--- config.mk ---
export PLATFORM = sky130hd
export DESIGN_NAME = hwpe_ctrl_reqrsp2periph_flat
export DESIGN_NICKNAME = d
export VERILOG_FILES = /design/src/rtl/hwpe_ctrl_package.sv /design/src/rtl/hwpe_ctrl_intf_periph.sv /design/src/rtl/hwpe_ctrl_intf_reqrsp.sv /design/src/rtl/hwpe_ctrl_resp_fifo.sv /design/src/rtl/hwpe_ctrl_reqrsp2periph.sv /design/src/flat_wrapper.sv
export SDC_FILE = /design/constraint.sdc
export NUM_CORES = 1
export LEC_CHECK = 0
export CORE_MARGIN = 4
export CORE_UTILIZATION = 30
export CTS_CLUSTER_DIAMETER = 120
export CTS_CLUSTER_SIZE = 24
export DETAILED_ROUTE_END_ITERATION = 10
export GPL_ROUTABILITY_DRIVEN = 0
export GPL_TIMING_DRIVEN = 0
export PLACE_DENSITY = 0.61
export SKIP_LAST_GASP = 1
export SYNTH_ARGS = -nofsm -noshare
export SYNTH_HDL_FRONTEND = slang
export SYNTH_HIERARCHICAL = 1
export SYNTH_SLANG_ARGS = --single-unit
--- constraint.sdc ---
create_clock -name clk_i -period 3.1 [get_ports clk_i]
set_input_delay 0.31 -clock clk_i [delete_from_list [all_inputs] [get_ports clk_i]]
set_output_delay 0.31 -clock clk_i [all_outputs]
set_load 0.02 [all_outputs]
--- src/rtl/hwpe_ctrl_package.sv ---
// Shared constants and types for the HWPE control req/rsp-to-periph bridge.
package hwpe_ctrl_package;

    localparam int unsigned REQRSP2PERIPH_FIFO_DEPTH_DEFAULT = 2;

    // Kept as a struct so extra per-response fields (e.g. an error bit) can be added later.
    typedef struct packed {
        logic [31:0] data;
    } reqrsp2periph_resp_t;

endpackage

--- src/rtl/hwpe_ctrl_intf_periph.sv ---
// Peripheral-style request/grant interface with an unacknowledged response channel.
interface hwpe_ctrl_intf_periph #(
    parameter int unsigned ID_WIDTH = 1
);

    logic                req;
    logic                gnt;
    logic [31:0]         add;
    logic                wen;
    logic [3:0]          be;
    logic [31:0]         data;
    logic [ID_WIDTH-1:0] id;
    logic [31:0]         r_data;
    logic                r_valid;
    logic [ID_WIDTH-1:0] r_id;

    modport master (
        output req, add, wen, be, data, id,
        input  gnt, r_data, r_valid, r_id
    );

    modport slave (
        input  req, add, wen, be, data, id,
        output gnt, r_data, r_valid, r_id
    );

endinterface

--- src/rtl/hwpe_ctrl_intf_reqrsp.sv ---
// Request/response handshake interface with 32-bit address and data.
interface hwpe_ctrl_intf_reqrsp;

    logic        q_valid;
    logic        q_ready;
    logic [31:0] q_addr;
    logic        q_write;
    logic [3:0]  q_strb;
    logic [31:0] q_data;
    logic        p_valid;
    logic        p_ready;
    logic [31:0] p_data;

    modport initiator (
        output q_valid, q_addr, q_write, q_strb, q_data, p_ready,
        input  q_ready, p_valid, p_data
    );

    modport target (
        input  q_valid, q_addr, q_write, q_strb, q_data, p_ready,
        output q_ready, p_valid, p_data
    );

endinterface

--- src/rtl/hwpe_ctrl_resp_fifo.sv ---
// Register-based response FIFO; the head is read straight from the storage registers,
// so there is no fall-through path from push to output.
module hwpe_ctrl_resp_fifo
    import hwpe_ctrl_package::*;
#(
    parameter int unsigned DEPTH = 2,
    localparam int unsigned CntW = $clog2(DEPTH + 1),
    localparam int unsigned PtrW = (DEPTH > 1) ? $clog2(DEPTH) : 1
) (
    input  logic                clk_i,
    input  logic                rst_ni,
    input  logic                clear_i,
    input  logic                push_i,
    input  reqrsp2periph_resp_t data_i,
    input  logic                pop_i,
    output reqrsp2periph_resp_t data_o,
    output logic                empty_o,
    output logic                full_o,
    output logic [CntW-1:0]     usage_o
);

    localparam logic [CntW-1:0] DepthC = CntW'(DEPTH);
    localparam logic [PtrW-1:0] LastPtr = PtrW'(DEPTH - 1);

    reqrsp2periph_resp_t mem_q [DEPTH];
    logic [PtrW-1:0]     rd_ptr_q, wr_ptr_q;
    logic [CntW-1:0]     usage_q;
    logic                do_push, do_pop;

    function automatic logic [PtrW-1:0] ptr_inc(input logic [PtrW-1:0] p);
        return (p == LastPtr) ? '0 : p + PtrW'(1);
    endfunction

    assign empty_o = (usage_q == '0);
    assign full_o  = (usage_q == DepthC);
    assign usage_o = usage_q;
    assign data_o  = mem_q[rd_ptr_q];
    assign do_push = push_i & ~full_o;
    assign do_pop  = pop_i & ~empty_o;

    always_ff @(posedge clk_i or negedge rst_ni) begin
        if (!rst_ni) begin
            rd_ptr_q <= '0;
            wr_ptr_q <= '0;
            usage_q  <= '0;
            for (int i = 0; i < int'(DEPTH); i++) begin
                mem_q[i] <= '0;
            end
        end else if (clear_i) begin
            rd_ptr_q <= '0;
            wr_ptr_q <= '0;
            usage_q  <= '0;
        end else begin
            if (do_push) begin
                mem_q[wr_ptr_q] <= data_i;
                wr_ptr_q        <= ptr_inc(wr_ptr_q);
            end
            if (do_pop) begin
                rd_ptr_q <= ptr_inc(rd_ptr_q);
            end
            if (do_push && !do_pop) begin
                usage_q <= usage_q + CntW'(1);
            end else if (!do_push && do_pop) begin
                usage_q <= usage_q - CntW'(1);
            end
        end
    end

endmodule

--- src/rtl/hwpe_ctrl_reqrsp2periph.sv ---
// Bridges a req/rsp target port onto a periph master port, issuing a request only when
// its response already has a reserved slot in the response FIFO.
module hwpe_ctrl_reqrsp2periph
    import hwpe_ctrl_package::*;
#(
    parameter int unsigned FIFO_DEPTH = REQRSP2PERIPH_FIFO_DEPTH_DEFAULT,
    parameter int unsigned ID_WIDTH   = 1
) (
    input  logic                  clk_i,
    input  logic                  rst_ni,
    input  logic                  clear_i,
    hwpe_ctrl_intf_reqrsp.target  tgt,
    hwpe_ctrl_intf_periph.master  per,
    output logic                  idle_o,
    output logic                  err_o
);

    localparam int unsigned CntW = $clog2(FIFO_DEPTH + 1);
    localparam logic [CntW-1:0] DepthC = CntW'(FIFO_DEPTH);

    // cnt_q counts outstanding requests plus buffered responses.
    logic [CntW-1:0]     cnt_q, cnt_d;
    logic [CntW-1:0]     fifo_usage;
    logic [ID_WIDTH-1:0] tag_q, etag_q;
    logic                err_q;
    logic                credit, accept, pop, push, no_outstanding, id_err;
    logic                fifo_empty, fifo_full;
    reqrsp2periph_resp_t fifo_in, fifo_head;

    assign credit         = (cnt_q < DepthC);
    assign accept         = per.req & per.gnt;
    assign pop            = ~fifo_empty & tgt.p_ready;
    assign no_outstanding = (cnt_q == fifo_usage);
    assign push           = per.r_valid & ~no_outstanding;
    assign id_err         = per.r_valid & (per.r_id != etag_q);

    assign per.req     = tgt.q_valid & credit;
    assign per.add     = tgt.q_addr;
    assign per.wen     = ~tgt.q_write;
    assign per.be      = tgt.q_strb;
    assign per.data    = tgt.q_data;
    assign per.id      = tag_q;
    assign tgt.q_ready = per.gnt & credit;
    assign tgt.p_valid = ~fifo_empty;
    assign tgt.p_data  = fifo_head.data;

    assign fifo_in.data = per.r_data;
    assign idle_o       = (cnt_q == '0);
    assign err_o        = err_q;

    always_comb begin
        cnt_d = cnt_q;
        if (accept && !pop) begin
            cnt_d = cnt_q + CntW'(1);
        end else if (!accept && pop) begin
            cnt_d = cnt_q - CntW'(1);
        end
    end

    always_ff @(posedge clk_i or negedge rst_ni) begin
        if (!rst_ni) begin
            cnt_q  <= '0;
            tag_q  <= '0;
            etag_q <= '0;
            err_q  <= 1'b0;
        end else if (clear_i) begin
            cnt_q  <= '0;
            tag_q  <= '0;
            etag_q <= '0;
            err_q  <= 1'b0;
        end else begin
            cnt_q <= cnt_d;
            if (accept) begin
                tag_q <= tag_q + ID_WIDTH'(1);
            end
            if (per.r_valid) begin
                etag_q <= etag_q + ID_WIDTH'(1);
            end
            // Unexpected responses are dropped (not pushed) but still flagged.
            if (id_err || (per.r_valid && no_outstanding)) begin
                err_q <= 1'b1;
            end
        end
    end

    hwpe_ctrl_resp_fifo #(
        .DEPTH (FIFO_DEPTH)
    ) i_resp_fifo (
        .clk_i   (clk_i),
        .rst_ni  (rst_ni),
        .clear_i (clear_i),
        .push_i  (push),
        .data_i  (fifo_in),
        .pop_i   (pop),
        .data_o  (fifo_head),
        .empty_o (fifo_empty),
        .full_o  (fifo_full),
        .usage_o (fifo_usage)
    );

    push_while_full: assert property (@(posedge clk_i) disable iff (!rst_ni) push |-> !fifo_full);

endmodule

--- src/flat_wrapper.sv ---
// flat-port wrapper written by rule: the top's interface ports become plain ports
module hwpe_ctrl_reqrsp2periph_flat import hwpe_ctrl_package::*;
#(
    parameter int unsigned FIFO_DEPTH = REQRSP2PERIPH_FIFO_DEPTH_DEFAULT,
    parameter int unsigned ID_WIDTH   = 1
)
  (clk_i, rst_ni, clear_i, idle_o, err_o, tgt_q_valid, tgt_q_addr, tgt_q_write, tgt_q_strb, tgt_q_data, tgt_p_ready, tgt_q_ready, tgt_p_valid, tgt_p_data, per_req, per_add, per_wen, per_be, per_data, per_id, per_gnt, per_r_data, per_r_valid, per_r_id);
  hwpe_ctrl_intf_reqrsp tgt_i ();
  hwpe_ctrl_intf_periph #(.ID_WIDTH(ID_WIDTH)) per_i ();
  input  logic clk_i;
  input  logic rst_ni;
  input  logic clear_i;
  output logic idle_o;
  output logic err_o;
  input wire logic [$bits(tgt_i.q_valid)-1:0] tgt_q_valid;
  input wire logic [$bits(tgt_i.q_addr)-1:0] tgt_q_addr;
  input wire logic [$bits(tgt_i.q_write)-1:0] tgt_q_write;
  input wire logic [$bits(tgt_i.q_strb)-1:0] tgt_q_strb;
  input wire logic [$bits(tgt_i.q_data)-1:0] tgt_q_data;
  input wire logic [$bits(tgt_i.p_ready)-1:0] tgt_p_ready;
  output wire logic [$bits(tgt_i.q_ready)-1:0] tgt_q_ready;
  output wire logic [$bits(tgt_i.p_valid)-1:0] tgt_p_valid;
  output wire logic [$bits(tgt_i.p_data)-1:0] tgt_p_data;
  output wire logic [$bits(per_i.req)-1:0] per_req;
  output wire logic [$bits(per_i.add)-1:0] per_add;
  output wire logic [$bits(per_i.wen)-1:0] per_wen;
  output wire logic [$bits(per_i.be)-1:0] per_be;
  output wire logic [$bits(per_i.data)-1:0] per_data;
  output wire logic [$bits(per_i.id)-1:0] per_id;
  input wire logic [$bits(per_i.gnt)-1:0] per_gnt;
  input wire logic [$bits(per_i.r_data)-1:0] per_r_data;
  input wire logic [$bits(per_i.r_valid)-1:0] per_r_valid;
  input wire logic [$bits(per_i.r_id)-1:0] per_r_id;
  assign tgt_i.q_valid = tgt_q_valid;
  assign tgt_i.q_addr = tgt_q_addr;
  assign tgt_i.q_write = tgt_q_write;
  assign tgt_i.q_strb = tgt_q_strb;
  assign tgt_i.q_data = tgt_q_data;
  assign tgt_i.p_ready = tgt_p_ready;
  assign tgt_q_ready = tgt_i.q_ready;
  assign tgt_p_valid = tgt_i.p_valid;
  assign tgt_p_data = tgt_i.p_data;
  assign per_req = per_i.req;
  assign per_add = per_i.add;
  assign per_wen = per_i.wen;
  assign per_be = per_i.be;
  assign per_data = per_i.data;
  assign per_id = per_i.id;
  assign per_i.gnt = per_gnt;
  assign per_i.r_data = per_r_data;
  assign per_i.r_valid = per_r_valid;
  assign per_i.r_id = per_r_id;
  hwpe_ctrl_reqrsp2periph #(.FIFO_DEPTH(FIFO_DEPTH), .ID_WIDTH(ID_WIDTH)) u_core (.clk_i(clk_i), .rst_ni(rst_ni), .clear_i(clear_i), .tgt(tgt_i), .per(per_i), .idle_o(idle_o), .err_o(err_o));
endmodule
==> results.tsv <==
metric	value	unit
timing.slew.headroom	56.0	%
grt_overflow	0	
clock_tree_from_tritoncts	built	
post_cts_buffers	0	
path_max_fanout	10	
max_clock_freq	363	MHz
synth.cell_area	3910	µm²
power.net_switching	1.48	mW
detailroute.via_count	2706	
synth_nets	403	
tot_gr_track_use	12.0	%
seq_power_share	32.6	%
nFillCells	1166	
total_wire_length_after_detailed_routing	9150	µm
crit_path_end_kind	primary output	
netlist_instances	294	
clock_tree.root_cell	sky130_fd_sc_hd__clkbuf_16	
finalNetCount	563	
buffers_on_ports	147	
synth_area_leaders	sky130_fd_sc_hd__dfrtp_1 (47%), sky130_fd_sc_hd__mux2_2 (18%), sky130_fd_sc_hd__buf_4 (13%), sky130_fd_sc_hd__mux2_4 (12%), sky130_fd_sc_hd__xnor2_1 (0.90%)	
power_frac_comb	44.3	%
transition_at_the_pin_with_the_smallest_max_transition_slack	659	ps
grt_start_max_net_pins	50	
antenna_cells	0	
synth_top_cell_by_area	sky130_fd_sc_hd__dfrtp_1	
yosysSeqAreaShare	46.8	%
drive_above_1_share	41.6	%
worst_clock_skew	6.08	ps
hold_class	input port to asynchronous set/reset pin	
drv_cap	0	
p_leak	2.70	nW
cts-buffers-inserted	9	
place.detailed.hpwl	6920	µm
coreArea	12700	µm²
whs	440	ps
drt-wirelength-per-cell	14.5	µm
placed_cell_area	5620	µm²
crit_arrival	2440	ps
cts.sinks	73	
pwr-share-clk	23.2	%
stdcell_area	5960	µm²
setup_ws	345	ps
criticalPathCategory	flip-flop to primary output	
clock_latency	320	ps
io_pins	216	
timing.critical_path.required	2790	ps
global_route_wire_length_before_repair	14200	µm
rows	41	
hold_viol	0	
post-place-ws	342	ps
power_per_cell_area	818	nW/µm²
die_y	122	µm
post-route-drc-count	0	
dieWidth	122	µm
die_area	14900	µm²
dr.first_iter.drc_count	61	
vias_per_cell	4.29	
power.share.switching	30.3	%
cts_h_tree_depth	3	
worst_setup_hold_path_clk_slew	60	ps
yosys_register_bits	73	
regToRegSetupSlack	640	ps
initial_utilization	30.8	%
synth_cell_types	31	
antenna_found_initial	0	
dr.pass1.iters	4	
grt_pass1_vias	2865	
status	complete, no violations	
p_int	3.40	mW
rsz_0062_raised_after_global_routing	no	
final_antenna_net_count	0	
cts_hold_buf	1	
synth_largest_type_area_fraction	46.8	%
irDropWorstVdd	0.412	mV
layout-area-overhead-vs-synth	52.5	%
finalCoreUtilization	47.0	%
share_of_the_cycle_needed_by_the_critical_path_after_routing	88.9	%
period_minus_slack	2750	ps
synth_warnings	6	
setup_violations	0	
slew_violations	0	
cts_resized	0	
critPathLaunchType	flip-flop	
synth.avg_cell_area	13.3	µm²
cts-root-to-sink-buffers	2	
==> flip-flops by register name (all words and copies together) (netlist names) <==
name,cells
u_core/i_resp_fifo/mem_q,64
u_core/cnt_q,2
u_core/i_resp_fifo/usage_o,2
u_core/err_o,1
u_core/etag_q,1
u_core/i_resp_fifo/rd_ptr_q,1
u_core/i_resp_fifo/wr_ptr_q,1
u_core/per.id,1
==> synth_stat cells <==
library cell and n:
sky130_fd_sc_hd__nor2b_2 1, sky130_fd_sc_hd__a31oi_1 1, sky130_fd_sc_hd__clkbuf_1 4, sky130_fd_sc_hd__xor2_1 2, sky130_fd_sc_hd__and3b_1 1, sky130_fd_sc_hd__nor2_1 9
sky130_fd_sc_hd__xnor2_1 4, sky130_fd_sc_hd__mux2_4 30, sky130_fd_sc_hd__a211oi_1 1, sky130_fd_sc_hd__nand3_1 1, sky130_fd_sc_hd__or3_1 1, sky130_fd_sc_hd__a22oi_1 1
sky130_fd_sc_hd__nor4_2 1, sky130_fd_sc_hd__nor2b_4 1, sky130_fd_sc_hd__and2b_1 2, sky130_fd_sc_hd__buf_4 68, sky130_fd_sc_hd__buf_6 3, sky130_fd_sc_hd__xnor3_1 1
sky130_fd_sc_hd__and2_1 1, sky130_fd_sc_hd__mux2_1 2, sky130_fd_sc_hd__nand2_1 5, sky130_fd_sc_hd__buf_2 4, sky130_fd_sc_hd__a311oi_1 2, sky130_fd_sc_hd__nand3b_1 1
sky130_fd_sc_hd__inv_1 3, sky130_fd_sc_hd__dfrtp_1 73, sky130_fd_sc_hd__o21ai_0 3, sky130_fd_sc_hd__a21oi_1 2, sky130_fd_sc_hd__mux2_2 64, sky130_fd_sc_hd__or4b_2 1
sky130_fd_sc_hd__or4b_1 1
==> final timing paths <==
kind / startpoint / cells after the start / end
worst max-delay path: u_core/i_resp_fifo/rd_ptr_q / 4 / tgt_p_data[0]
worst min-delay path: rst_ni / 2 / u_core/i_resp_fifo/mem_q[61]
worst max register to register: u_core/i_resp_fifo/usage_o[0] / 7 / u_core/i_resp_fifo/mem_q[48]
worst min register to register: u_core/i_resp_fifo/mem_q[37] / 1 / u_core/i_resp_fifo/mem_q[37]
max in group asynchronous: rst_ni / 3 / u_core/per.id
min in group clk_i: u_core/i_resp_fifo/mem_q[37] / 1 / u_core/i_resp_fifo/mem_q[37]
==> cells by family (layout without fill, tap and decap cells) <==
group / after synthesis / in the layout / share of synthesized area [%]
AOI/OAI and AO/OA: 10 / 10 / 1.63
muxes: 96 / 96 / 30.6
buffers and inverters: 82 / 247 / 15.1
DFF: 73 / 73 / 46.8
xor gates and xnor gates: 7 / 7 / 1.92
and+or+nand+nor: 26 / 26 / 4.00
==> layout make-up <==
class	instances	area [µm²]	area share [%]
Clock inverter	5	77.6	1.30
Inverter	3	11.3	0.189
Timing Repair Buffer	149	1510	25.3
Clock buffer	11	253	4.24
Multi-Input combinational cell	139	1490	25.0
Tap cell	172	215	3.61
Sequential cell	73	1830	30.7
Buffer	79	579	9.72
==> critical path, cell delays in order, from the launching register on <==
cell                              delay, ps
sky130_fd_sc_hd__dfrtp_1                310
sky130_fd_sc_hd__clkbuf_1               290
sky130_fd_sc_hd__clkbuf_1               560
sky130_fd_sc_hd__mux2_2                 400
sky130_fd_sc_hd__clkdlybuf4s50_1        560
==> cells in the final DEF, fill, tap and decap left out, types with 2 or more instances in the layout <==
cell type	Yosys	final
sky130_fd_sc_hd__o21ai_0	3	3
sky130_fd_sc_hd__buf_2	4	4
sky130_fd_sc_hd__bufinv_16	0	2
sky130_fd_sc_hd__and2b_1	2	2
sky130_fd_sc_hd__dfrtp_1	73	73
sky130_fd_sc_hd__inv_1	3	3
sky130_fd_sc_hd__xnor2_1	4	4
sky130_fd_sc_hd__clkdlybuf4s50_1	0	146
sky130_fd_sc_hd__mux2_4	30	30
sky130_fd_sc_hd__xor2_1	2	2
sky130_fd_sc_hd__clkbuf_1	4	4
sky130_fd_sc_hd__mux2_1	2	2
sky130_fd_sc_hd__mux2_2	64	64
sky130_fd_sc_hd__buf_4	68	69
sky130_fd_sc_hd__clkbuf_8	0	2
sky130_fd_sc_hd__nor2_1	9	9
sky130_fd_sc_hd__clkinv_2	0	2
sky130_fd_sc_hd__a21oi_1	2	2
sky130_fd_sc_hd__nand2_1	5	5
sky130_fd_sc_hd__clkbuf_16	0	9
sky130_fd_sc_hd__a311oi_1	2	2
sky130_fd_sc_hd__buf_6	3	3
==> power groups by stage <==
stage	registers (mW)	clock network (mW)	logic [mW]
floorplan	1.54	0	1.40
global placement	1.58	0	2.16
detailed placement	1.60	0	2.19
CTS	1.59	1.17	2.20
global route	1.64	1.21	2.32
finish	1.59	1.13	2.16
==> metal layers <==
metal / track usage (%) / share of wire [%]
met5: 0 / 0
met4: 1.47 / 0.56
met3: 4.83 / 9.7
met2: 18.9 / 46
met1: 16.0 / 44
==> per-stage QoR <==
| stage | instances | power (mW) | TNS [ps] |
|---|---|---|---|
| after floorplan | 294 | 2.94 | 0 |
| after global placement | 613 | 3.73 | -65350 |
| after detailed placement | 614 | 3.78 | 0 |
| after CTS | 631 | 4.96 | 0 |
| after global routing | 631 | 5.17 | 0 |
| final | 631 | 4.88 | 0 |
No activity file was read; power rests on OpenSTA's default activity.
